## config.mk

```make
export PLATFORM = sky130hd
export DESIGN_NAME = pipelined_adder_scheduler
export DESIGN_NICKNAME = d
export VERILOG_FILES = /design/src/rtl/adder_sched_pkg.sv /design/src/rtl/rr_arbiter.sv /design/src/rtl/pipelined_adder_scheduler.sv
export SDC_FILE = /design/constraint.sdc
export NUM_CORES = 1
export LEC_CHECK = 0
export ABC_AREA = 0
export ABC_CLOCK_PERIOD_IN_PS = 4150
export CAP_MARGIN = 40
export CORE_MARGIN = 1
export CORE_UTILIZATION = 38
export DETAILED_ROUTE_END_ITERATION = 12
export MAX_ROUTING_LAYER = met4
export PLACE_DENSITY = 0.76
export SYNTH_ARGS = -nofsm -noshare
export SYNTH_HDL_FRONTEND = slang
export SYNTH_SLANG_ARGS = --single-unit
```

## constraint.sdc

```tcl
create_clock -name clk -period 4.15 [get_ports clk]
set_input_delay 1.245 -clock clk [delete_from_list [all_inputs] [get_ports clk]]
set_output_delay 1.245 -clock clk [all_outputs]
set_load 0.03 [all_outputs]
```

## src/rtl/adder_sched_pkg.sv

```systemverilog
// rtl/adder_sched_pkg.sv - shared types for the pipelined adder scheduler
package adder_sched_pkg;

  // Scheduler control states
  typedef enum logic [1:0] {
    IDLE  = 2'd0,
    RUN   = 2'd1,
    DRAIN = 2'd2
  } state_e;

  // Requester id field is sized for the largest supported NREQ (16)
  localparam int TAG_ID_W = 4;

  // One slot of the tag pipe that shadows the external adder
  typedef struct packed {
    logic                valid;
    logic [TAG_ID_W-1:0] id;
  } tag_t;

endpackage

```

## src/rtl/rr_arbiter.sv

```systemverilog
// rtl/rr_arbiter.sv - combinational round-robin grant starting at ptr
module rr_arbiter #(
  parameter int N = 4
) (
  input  logic [N-1:0]         req,
  input  logic [$clog2(N)-1:0] ptr,
  output logic [N-1:0]         gnt
);

  localparam int IW = $clog2(N);

  logic          found;
  logic [IW-1:0] idx;

  // Scan from ptr upward (wrapping) and grant the first requester found
  always_comb begin
    gnt   = '0;
    found = 1'b0;
    idx   = '0;
    for (int i = 0; i < N; i++) begin
      idx = IW'((int'(ptr) + i) % N);
      if (!found && req[idx]) begin
        gnt[idx] = 1'b1;
        found    = 1'b1;
      end
    end
  end

endmodule

```

## src/rtl/pipelined_adder_scheduler.sv

```systemverilog
// rtl/pipelined_adder_scheduler.sv - round-robin issue into an external WIDTH-stage adder; optional ADDER_SCHED_STATS_EN counters
module pipelined_adder_scheduler
  import adder_sched_pkg::*;
#(
  parameter int WIDTH = 8,
  parameter int NREQ  = 4
) (
  input  logic                    clk,
  input  logic                    rst_n,
  input  logic                    en,
  input  logic [NREQ-1:0]         req_valid,
  output logic [NREQ-1:0]         req_ready,
  input  logic [NREQ*WIDTH-1:0]   req_a,
  input  logic [NREQ*WIDTH-1:0]   req_b,
  input  logic [NREQ-1:0]         req_c,
  output logic [WIDTH-1:0]        add_a,
  output logic [WIDTH-1:0]        add_b,
  output logic                    add_c,
  input  logic [WIDTH-1:0]        add_s,
  input  logic                    add_carry,
  output logic                    rsp_valid,
  output logic [$clog2(NREQ)-1:0] rsp_id,
  output logic [WIDTH-1:0]        rsp_sum,
  output logic                    rsp_cout,
  output logic                    idle
`ifdef ADDER_SCHED_STATS_EN
  ,
  output logic [31:0]             stat_issued,
  output logic [31:0]             stat_busy
`endif
);

  localparam int ID_W = $clog2(NREQ);

  state_e            state_q, state_d;
  logic [ID_W-1:0]   ptr_q, ptr_d;
  logic [NREQ-1:0]   gnt;
  logic              fire;
  logic              pipe_busy;
  logic [ID_W-1:0]   gnt_idx;
  logic [WIDTH-1:0]  sel_a, sel_b;
  logic              sel_c;
  logic [WIDTH-1:0]  add_a_q, add_a_d, add_b_q, add_b_d;
  logic              add_c_q, add_c_d;
  tag_t              tag_q [WIDTH];
  tag_t              tag_d [WIDTH];
  tag_t              tag_out;
  logic              rsp_valid_q, rsp_valid_d;
  logic [ID_W-1:0]   rsp_id_q, rsp_id_d;
  logic [WIDTH-1:0]  rsp_sum_q, rsp_sum_d;
  logic              rsp_cout_q, rsp_cout_d;

  rr_arbiter #(.N(NREQ)) u_arb (
    .req (req_valid),
    .ptr (ptr_q),
    .gnt (gnt)
  );

  // Grants are only exposed while running; a handshake is any granted valid
  always_comb begin
    req_ready = (state_q == RUN) ? gnt : '0;
    fire      = |(req_valid & req_ready);
  end

  // Encode the one-hot grant and mux the winning requester's operands
  always_comb begin
    gnt_idx = '0;
    sel_a   = '0;
    sel_b   = '0;
    sel_c   = 1'b0;
    for (int i = 0; i < NREQ; i++) begin
      if (req_ready[i]) begin
        gnt_idx = ID_W'(i);
        sel_a   = req_a[i*WIDTH +: WIDTH];
        sel_b   = req_b[i*WIDTH +: WIDTH];
        sel_c   = req_c[i];
      end
    end
  end

  // Any occupied tag slot means results are still owed
  always_comb begin
    pipe_busy = 1'b0;
    for (int i = 0; i < WIDTH; i++) begin
      pipe_busy = pipe_busy | tag_q[i].valid;
    end
  end

  // Next state: DRAIN waits for the tag pipe to empty unless re-enabled
  always_comb begin
    state_d = state_q;
    case (state_q)
      IDLE:    if (en) state_d = RUN;
      RUN:     if (!en) state_d = DRAIN;
      DRAIN: begin
        if (en)              state_d = RUN;
        else if (!pipe_busy) state_d = IDLE;
      end
      default: state_d = IDLE;
    endcase
  end

  // Pointer moves past the winner; operands hold when nothing is issued
  always_comb begin
    ptr_d   = ptr_q;
    add_a_d = add_a_q;
    add_b_d = add_b_q;
    add_c_d = add_c_q;
    if (fire) begin
      ptr_d   = (gnt_idx == ID_W'(NREQ - 1)) ? '0 : gnt_idx + ID_W'(1);
      add_a_d = sel_a;
      add_b_d = sel_b;
      add_c_d = sel_c;
    end
  end

  // Tag pipe shifts every cycle; a cycle without a grant inserts an empty slot
  always_comb begin
    for (int i = 0; i < WIDTH; i++) begin
      tag_d[i] = '0;
    end
    tag_d[0].valid = fire;
    tag_d[0].id    = TAG_ID_W'(gnt_idx);
    for (int i = 1; i < WIDTH; i++) begin
      tag_d[i] = tag_q[i-1];
    end
  end

  // The last tag slot lines up with the adder result; data holds when empty
  always_comb begin
    tag_out     = tag_q[WIDTH-1];
    rsp_valid_d = tag_out.valid;
    rsp_id_d    = rsp_id_q;
    rsp_sum_d   = rsp_sum_q;
    rsp_cout_d  = rsp_cout_q;
    if (tag_out.valid) begin
      rsp_id_d   = tag_out.id[ID_W-1:0];
      rsp_sum_d  = add_s;
      rsp_cout_d = add_carry;
    end
  end

  // All scheduler state; reset discards anything in flight
  always_ff @(posedge clk or negedge rst_n) begin
    if (!rst_n) begin
      state_q     <= IDLE;
      ptr_q       <= '0;
      add_a_q     <= '0;
      add_b_q     <= '0;
      add_c_q     <= 1'b0;
      for (int i = 0; i < WIDTH; i++) begin
        tag_q[i] <= '0;
      end
      rsp_valid_q <= 1'b0;
      rsp_id_q    <= '0;
      rsp_sum_q   <= '0;
      rsp_cout_q  <= 1'b0;
    end else begin
      state_q     <= state_d;
      ptr_q       <= ptr_d;
      add_a_q     <= add_a_d;
      add_b_q     <= add_b_d;
      add_c_q     <= add_c_d;
      for (int i = 0; i < WIDTH; i++) begin
        tag_q[i] <= tag_d[i];
      end
      rsp_valid_q <= rsp_valid_d;
      rsp_id_q    <= rsp_id_d;
      rsp_sum_q   <= rsp_sum_d;
      rsp_cout_q  <= rsp_cout_d;
    end
  end

  assign add_a     = add_a_q;
  assign add_b     = add_b_q;
  assign add_c     = add_c_q;
  assign rsp_valid = rsp_valid_q;
  assign rsp_id    = rsp_id_q;
  assign rsp_sum   = rsp_sum_q;
  assign rsp_cout  = rsp_cout_q;
  assign idle      = (state_q == IDLE) && !pipe_busy;

`ifdef ADDER_SCHED_STATS_EN
  logic [31:0] stat_issued_q, stat_issued_d;
  logic [31:0] stat_busy_q, stat_busy_d;

  // Free-running wrapping counters of issues and occupied-pipe cycles
  always_comb begin
    stat_issued_d = stat_issued_q + (fire ? 32'd1 : 32'd0);
    stat_busy_d   = stat_busy_q + (pipe_busy ? 32'd1 : 32'd0);
  end

  // Counter registers
  always_ff @(posedge clk or negedge rst_n) begin
    if (!rst_n) begin
      stat_issued_q <= '0;
      stat_busy_q   <= '0;
    end else begin
      stat_issued_q <= stat_issued_d;
      stat_busy_q   <= stat_busy_d;
    end
  end

  assign stat_issued = stat_issued_q;
  assign stat_busy   = stat_busy_q;
`endif

endmodule

```

# ---- Word level (Yosys, flattened, before mapping)
# Index checks and enable logic that the tools add are counted.
dict set report op_classes {
  magnitude_cmp 8
  mux 45
  reduce_logical 15
  eq_ne 6
  bitwise_logic 11
  addsub 4
}
# cell count
set ops {}
lappend ops {{$mux W8} 8}
lappend ops {{$mux W4} 5}
lappend ops {{$mux W1} 16}
lappend ops {{$mux W2} 7}
lappend ops {{$lt A2 B3 Y1 const B} 4}
lappend ops {{$or A4 B4 Y4} 3}
lappend ops {{$bmux W1 S2} 4}
lappend ops {{$demux W1 S2} 4}
lappend ops {{$ge A2 B1 Y1 const B} 4}
lappend ops {{$logic_and A1 B1 Y1} 8}
lappend ops {{$or A1 B1 Y1} 7}
lappend ops {{$pmux W2 S3} 1}
lappend ops {{$add A2 B1 Y2 const B} 2}
lappend ops {{$add A2 B2 Y2 const B} 2}
lappend ops {{$and A4 B4 Y4} 1}
lappend ops {{$eq A2 B2 Y1 const B} 2}
lappend ops {{$logic_not A1 Y1} 4}
lappend ops {{$ne A2 B2 Y1 const B} 2}
lappend ops {{$reduce_or A4 Y1} 1}
lappend ops {{$ne A3 B3 Y1 const B} 1}
lappend ops {{$reduce_and A3 Y1} 1}
lappend ops {{$eq A2 B1 Y1 const B} 1}
lappend ops {{$logic_not A2 Y1} 1}
dict set report totals {
  wordCells 114
  inputBits 84
  ff_bits 57
  output_inout_bits 34
}

# ---- Longest topological paths before layout
# Gate-level depths: netlist (run 1).
dict set report logic_depth {
  ltp_word 18
  ltp_mapped 12
  mapped_depth_nobuf 11
}

# ---- By module
# Synthesis (run 1) repeated with hierarchy kept, for this count alone.
dict set report hier_totals {
  cells_unflattened 241
  hier_area_um2 2896.5
}
# mod instances cells_per_inst area_each_um2 seq_area_each_um2
set by_module_without_submodules {}
lappend by_module_without_submodules {pipelined_adder_scheduler 1 205 2558.7 1426.4}
lappend by_module_without_submodules {rr_arbiter 1 36 337.8 0.0}

# ---- Worst setup path after synthesis (run 1)
# Ideal clock, no wire load.
dict set report synth_timing {
  path_kind {input port to output port}
  startpoint {input port req_valid[3]}
  endpoint {output port req_ready[3]}
  t_required_ns 2.905
  stages 7
  n_path_buf 1
  setup_slack_ns -0.110
  arrival_time_ns 3.015
  cell_sequence {mux4_2 nor3b_1 a2bb2oi_1 nand2_1 nand2_1 clkinv_1 clkbuf_1}
}
dict set report synth_between {
  elab_chain_cells 13
  word_cells_on_any_way 25
  classes_between {mux (16); bitwise (3); reduce/logical (6)}
}
# item line
set synth_rtl {}
lappend synth_rtl {{start: declaration} pipelined_adder_scheduler.sv:11} ;# input logic [NREQ-1:0] req_valid,
lappend synth_rtl {{$bmux W1 S2} rr_arbiter.sv:22} ;# if (!found && req[idx]) begin
lappend synth_rtl {{$mux W1 (not written as such)} rr_arbiter.sv:22}
lappend synth_rtl {{$mux W1} rr_arbiter.sv:22}
lappend synth_rtl {{$logic_not A1 Y1} rr_arbiter.sv:22}
lappend synth_rtl {{$logic_and A1 B1 Y1} rr_arbiter.sv:22}
lappend synth_rtl {{$mux W1} rr_arbiter.sv:22}
lappend synth_rtl {{$logic_not A1 Y1} rr_arbiter.sv:22}
lappend synth_rtl {{$logic_and A1 B1 Y1} rr_arbiter.sv:22}
lappend synth_rtl {{$mux W1} rr_arbiter.sv:22}
lappend synth_rtl {{$logic_not A1 Y1} rr_arbiter.sv:22}
lappend synth_rtl {{$logic_and A1 B1 Y1} rr_arbiter.sv:22}
lappend synth_rtl {{$mux W4 *} rr_arbiter.sv:22}
lappend synth_rtl {{$mux W4 *} pipelined_adder_scheduler.sv:61} ;# req_ready = (state_q == RUN) ? gnt : '0;
lappend synth_rtl {{end: declaration} pipelined_adder_scheduler.sv:12} ;# output logic [NREQ-1:0] req_ready,
# Mark *: on every way between the ends. The rest lies on a longest branch, timed or not. The select of a mux whose other input is x is not followed.

# ---- Worst setup path in the final report (run 1)
dict set report layout_timing {
  startpoint {input port req_valid[2]}
  endpoint {output port req_ready[3]}
}
# The elaborated chain is that of the path after synthesis.

==> results of run 1 <==
-- synthesized netlist by cell type --
cell       instances
dfrtp_1           57
nand2_1           27
nor2_1            16
a221o_1           14
a31oi_1           14
and3_1            14
o211ai_1          14
mux2_2            11
ha_1               7
a21oi_1            6
inv_1              6
clkbuf_1           5
o21ai_0            5
a21o_1             4
mux4_2             4
a221oi_1           3
buf_2              3
buf_6              3
inv_2              3
nand3b_1           3
o22ai_1            3
a22oi_1            2
buf_1              2
buf_4              2
nor2b_1            2
nor3_1             2
nor4_1             2
a2111o_1           1
a21boi_0           1
a21oi_2            1
a22o_1             1
a2bb2oi_1          1
a31o_2             1
clkinv_1           1
mux2i_1            1
nand2_2            1
nand2b_1           1
nor3b_1            1
nor4b_4            1
o21a_1             1
-- worst max-delay path: stages --
cell and delay, ps:
buf_8 100, mux4_2 550, buf_4 180, a21oi_1 150
a2bb2oi_1 270, nand2_1 90, nand2_1 90, clkinv_1 130
buf_12 160
-- power groups by stage --
stage,sequential (mW),combinational (mW),clock (mW)
after detailed placement,0.927,1.73,0
after global placement,0.915,1.69,0
after CTS,0.919,1.75,0.572
final,0.915,1.77,0.558
after global routing,0.940,1.90,0.599
after floorplan,1.18,0.810,0
-- layout make-up --
cell class	count	share of cell area (%)
clock inverters	7	2.18
repair buffers	136	30.8
flip-flops and latches	57	32.7
well taps	96	2.76
inverters	10	0.862
clock buffers	9	2.84
multi-input cells	165	27.9
-- layout by cell type (no fill, tap or decap), types with 4 or more instances in the layout --
cell             netlist  layout
a21oi_1                6       6
a31oi_1               14      14
mux2_2                11      11
buf_4                  2      19
nor2_1                16      16
a21o_1                 4       4
and3_1                14      14
nand2_1               27      26
o21ai_0                5       5
clkdlybuf4s50_1        0     108
ha_1                   7       7
buf_6                  3       5
o211ai_1              14      14
clkinvlp_4             0       4
clkbuf_8               0       9
inv_1                  6       6
dfrtp_1               57      57
a221o_1               14      14
mux4_2                 4       4
-- layer usage --
metal / global-route usage (%) / up-vias / share of wire [%]
li1: - / 1183 / -
met4: 8.94 / 0 / 1.4
met2: 35.4 / 115 / 48
met3: 4.74 / 10 / 5.9
met1: 28.1 / 1243 / 45
met5: - / - / 0
-- stage by stage --
step	hold WS, ps	total power, mW	util (%)
floorplan	331	1.99	-
CTS	349	3.24	62.5
detailed placement	335	2.65	59.2
finish	348	3.25	63.1
global route	353	3.44	63.1
global placement	332	2.60	59.2
-- logic make-up (layout without fill, tap and decap cells) --
kind of cell | Yosys count | count (layout) | share of synthesized area [%]
AND/OR/NAND/NOR | 70 | 70 | 12.7
adder cells (fa/ha/maj) | 7 | 7 | 3.18
AO/OA/AOI/OAI | 72 | 72 | 19.6
flip-flops | 57 | 57 | 51.8
buffers and inverters | 25 | 162 | 4.63
multiplexers | 16 | 16 | 8.13
-- what timing repair did --
item                       CTS  global route
resized for setup           19            11
buffers inserted             2             1
hold endpoints to repair     0             0
pin swaps                    4             3
setup endpoints to repair    4             4
-- path summary, 6_finish.rpt --
check | start | end | depth (start not counted)
max | req_valid[2] | req_ready[3] | 9
min in group asynchronous | rst_n | rsp_id[0] | 1
max reg2reg | ptr_q[1] | add_c | 12
min reg2reg | tag_d[25] | tag_d[20] | 0
max in group asynchronous | rst_n | rsp_cout | 2
min | tag_d[25] | tag_d[20] | 0
-- registers in the layout (all words and copies together) (netlist names) --
| name | count |
|---|---|
| rsp_sum | 8 |
| add_c | 1 |
| tag_d | 21 |
| rsp_cout | 1 |
| rsp_id | 2 |
| state_q | 2 |
| add_a | 8 |
| rsp_valid | 1 |
| tag_out | 2 |
| rsp_valid_d | 1 |
| add_b | 8 |
| ptr_q | 2 |
==> flow_summary.json, run 1 <==
{
  "die_x_um": 87.2,
  "power.internal_mw": 1.94,
  "hold_path.class": "reg2reg",
  "cp.required_ps": 2900,
  "firstDrtPassIters": 4,
  "peakVddDrop_uv": 277,
  "worstMarginPinSlew_ps": 721,
  "layout.cells.non_filler": 480,
  "antenna_found_initial": 0,
  "num_vias": 2551,
  "placementRows": 30,
  "clockBufferDepth": 2,
  "area_growth_pct": 58.1,
  "dieArea_mm2": 0.00760,
  "switching_share_pct": 40.2,
  "antenna_cells": 0,
  "place_congestion": 0.926,
  "synth_area_leaders": "dfrtp_1 (52%), a221o_1 (5.1%), mux2_2 (4.5%)",
  "pre_cts_slack_ps": -437,
  "overflow": 0,
  "worstPathArrival_ps": 2960,
  "initial_core_util_pct": 39.9,
  "syn_area_mm2": 0.00276,
  "drcViolationCount": 0,
  "pwr-share-clk_pct": 17.2,
  "fillCellCount": 590,
  "rsz0062_at_grt": "true",
  "synth_nets": 338,
  "end_kind": "primary output",
  "synth-seq-cells": 57,
  "fin_crit_sh_pct": 101,
  "drv_cap": 0,
  "powerDensity_mw_per_mm2": 745,
  "status": "complete, but fails checks",
  "netlist_instances": 247,
  "p_comb_share_pct": 54.6,
  "grt_pass1_wl_mm": 12.4,
  "crit_type": "in2out",
  "cts_made_buffers": 9,
  "die_height_um": 87.2,
  "tritoncts": "done",
  "rrSetupSlack_ps": 880,
  "cts_hold_buf": 0,
  "worstSkewPairLatency_ps": 330,
  "p_leak_nw": 1.88,
  "stdcell_area_mm2": 0.00436,
  "clk_pin_slew_ps": 60,
  "yosysUniqueCellTypes": 40,
  "yosys_warnings": 0,
  "antenna_left": 0,
  "fin_skew_ps": 8.73,
  "multi_input_area_mm2": 0.00121,
  "failed_checks": "negative setup slack",
  "vias_per_cell": 5.31,
  "finalCriticalPeriod_ps": 4200,
  "yosysTopAreaCell": "dfrtp_1",
  "cts.sinks": 57,
  "yosysSeqAreaShare_pct": 51.8,
  "coreArea_mm2": 0.00691,
  "cts_max_level": 3,
  "start_kind": "primary input",
  "drv_slew": 0,
  "grtUsageTotal_pct": 22.4,
  "fmax_mhz": 238,
  "drive_gt1_share_pct": 18.0,
  "setup_viol": 2,
  "drt_iter0_markers": 115,
  "ioPinCount": 118,
  "max_slew_margin_pct": 51.9,
  "syn_avg_cell_area_um2": 11.2,
  "post_dp_cell_area_mm2": 0.00409,
  "fin_nets": 470,
  "place_inst": 461,
  "root_buffer": "clkbuf_8",
  "place_hpwl_mm": 5.77,
  "tns_ps": -97.6,
  "wl_per_cell_um": 16.5,
  "grt_max_degree": 39,
  "setup_ws_ps": -52.9,
  "synth_top_area_share_pct": 51.8,
  "finalHoldViolations": 0,
  "share_seq_of_total_power_pct": 28.2,
  "cp_max_fo": 5,
  "first_global_vias": 2561,
  "power.switching_mw": 1.31,
  "io_buffer_count": 117,
  "seqCellArea_mm2": 0.00143,
  "drt_wl_total_mm": 7.91
}
No activity file was read; power rests on OpenSTA's default activity.
==> run 2, diff against run 1 <==
--- a/config.mk
+++ b/config.mk
@@ -6,7 +6,7 @@
 export NUM_CORES = 1
 export LEC_CHECK = 0
 export ABC_AREA = 0
-export ABC_CLOCK_PERIOD_IN_PS = 4150
+export ABC_CLOCK_PERIOD_IN_PS = 3800
 export CAP_MARGIN = 40
 export CORE_MARGIN = 1
 export CORE_UTILIZATION = 38
==> constraint.sdc (replaced) <==
create_clock -name clk -period 3.8 [get_ports clk]
set_input_delay 1.14 -clock clk [delete_from_list [all_inputs] [get_ports clk]]
set_output_delay 1.14 -clock clk [all_outputs]
set_load 0.03 [all_outputs]
==> run 2 against run 1 <==
Effect of this change:
- the run still ends with negative setup slack left
- power grew 13%
- clock power increased by 15%
- hold slack improved by 0.64 ps
- largest power group unchanged
==> flow_summary.json, run 2 (synthesized netlist as in run 1, its figures left out) <==
{
  "start_kind": "primary input",
  "largest_reg_flops": 21,
  "failed_checks": "negative setup slack",
  "coreArea_mm2": 0.00691,
  "cts_max_level": 3,
  "antenna_cells": 0,
  "drt_wl_total_mm": 8.10,
  "finalCriticalPeriod_ps": 3910,
  "fin_nets": 477,
  "hold_path.class": "reg2reg",
  "num_vias": 2582,
  "reg2reg_from": "ptr_q[0]",
  "drv_cap": 0,
  "place_hpwl_mm": 5.99,
  "max_slew_margin_pct": 65.3,
  "stdcell_area_mm2": 0.00446,
  "path_cells": "buf_8 -> mux4_2 -> nor4b_4 -> a22oi_1 -> a31o_2 -> inv_2 -> buf_6",
  "drcViolationCount": 0,
  "worstHoldPathCells": 0,
  "r2r-end": "add_a[7]",
  "io_buffer_count": 117,
  "firstDrtPassIters": 4,
  "cp.depth": 7,
  "fin_util_pct": 64.5,
  "overflow": 0,
  "cts_made_buffers": 9,
  "clk_pin_slew_ps": 60,
  "grt_max_degree": 41,
  "cts.sinks": 57,
  "worstMarginPinSlew_ps": 520,
  "cts_hold_buf": 0,
  "wl_per_cell_um": 16.6,
  "drt_iter0_markers": 100,
  "p_leak_nw": 1.93,
  "finalHoldViolations": 0,
  "setup_ws_ps": -111,
  "share_seq_of_total_power_pct": 27.0,
  "end_kind": "primary output",
  "layout.cells.non_filler": 487,
  "drive_gt1_share_pct": 20.5,
  "grtUsageTotal_pct": 22.7,
  "cp.required_ps": 2660,
  "drv_slew": 0,
  "powerDensity_mw_per_mm2": 825,
  "max_stage_delay_ps": 580,
  "ioPinCount": 118,
  "status": "complete, but fails checks",
  "worstPathArrival_ps": 2770,
  "antenna_found_initial": 0,
  "power.internal_mw": 2.22,
  "worstSkewPairLatency_ps": 330,
  "cp_max_fo": 7,
  "vias_per_cell": 5.30,
  "multi_input_area_mm2": 0.00124,
  "place_congestion": 0.937,
  "first_global_vias": 2674,
  "placementRows": 30,
  "setup_viol": 4,
  "tns_ps": -302,
  "die_height_um": 87.2,
  "fin_skew_ps": 6.71,
  "fmax_mhz": 256,
  "pwr-share-clk_pct": 17.4,
  "fin_crit_sh_pct": 103,
  "worstSetupStartpoint": "req_valid[3]",
  "seqCellArea_mm2": 0.00143,
  "path_delay_family": "multiplexers",
  "rsz0062_at_grt": "true",
  "reg2reg_depth": 15,
  "power.switching_mw": 1.45,
  "tritoncts": "done",
  "grt_pass1_wl_mm": 12.5,
  "antenna_left": 0,
  "crit_type": "in2out",
  "crit_end": "req_ready[0]",
  "die_x_um": 87.2,
  "area_growth_pct": 61.7,
  "layout_commonest_cell": "clkdlybuf4s50_1",
  "fillCellCount": 583,
  "root_buffer": "clkbuf_8",
  "critPathSlowestCell": "mux4_2",
  "peakVddDrop_uv": 290,
  "post_dp_cell_area_mm2": 0.00411,
  "switching_share_pct": 39.5,
  "clockBufferDepth": 2,
  "initial_core_util_pct": 39.9,
  "p_comb_share_pct": 55.6,
  "final_cell_mix": "clkdlybuf4s50_1 (108), dfrtp_1 (57), nand2_1 (25), buf_4 (24), nor2_1 (16)",
  "dieArea_mm2": 0.00760,
  "place_inst": 464,
  "path_buf_inv": 3,
  "rrSetupSlack_ps": 670,
  "pre_cts_slack_ps": -606
}
run 2: cell types whose count changed in the layout (fill, tap and decap cells not counted), sizes merged:
cell / previous run / this run
clkinv: 2 / 1
clkinvlp: 4 / 2
clkbuf: 9 / 12
buf: 28 / 35
run 2: worst min-delay path by stage:
stage	endpoint	slack [ps]	start
final	tag_d[11]	350	tag_d[16]
after global routing	tag_d[21]	350	tag_d[26]
after CTS	tag_d[11]	350	tag_d[16]
after detailed placement	tag_d[20]	330	tag_d[25]
after global placement	tag_d[26]	330	tag_d[31]
after floorplan	tag_d[0]	330	tag_d[5]
run 2: repair_timing:
action | in CTS | in global routing
hold endpoints to repair | 0 | 0
pin swaps | 6 | 4
gates resized for setup | 35 | 4
setup endpoints to repair | 5 | 4
setup buffers | 4 | 3
run 2: final cells by class:
cell class / instances / area share [%]
Sequential cell: 57 / 32.0
Timing Repair Buffer: 143 / 31.5
Multi-Input combinational cell: 165 / 27.7
Clock buffer: 12 / 3.48
Tap cell: 96 / 2.70
Clock inverter: 4 / 1.68
Inverter: 10 / 0.871
run 2: routing by layer:
layer	track usage, %	wire [um]	vias to the layer above
met5	-	0	-
met4	10.1	240	0
met3	6.82	608	20
met2	36.9	3870	120
met1	26.0	3380	1238
li1	-	-	1204
run 2: power by group through the flow:
stage	registers (mW)	clock network (mW)	logic, mW
final	0.992	0.641	2.04
after global routing	1.02	0.688	2.19
after CTS	0.995	0.656	2.01
after detailed placement	1.00	0	1.92
after global placement	0.990	0	1.88
after floorplan	1.29	0	0.890
run 2: metrics by stage:
| step | hold slack, ps | power, mW |
|---|---|---|
| CTS | 350 | 3.66 |
| floorplan | 331 | 2.18 |
| finish | 349 | 3.67 |
| detailed placement | 335 | 2.93 |
| global placement | 333 | 2.87 |
| global route | 353 | 3.89 |
==> run 3, diff against run 2 <==
--- a/config.mk
+++ b/config.mk
@@ -8,7 +8,6 @@
 export ABC_AREA = 0
 export ABC_CLOCK_PERIOD_IN_PS = 3800
 export CAP_MARGIN = 40
-export CORE_MARGIN = 1
 export CORE_UTILIZATION = 38
 export DETAILED_ROUTE_END_ITERATION = 12
 export MAX_ROUTING_LAYER = met4
==> results of run 3 <==
No change in the layout: final DEF, timing and power equal those of run 2.
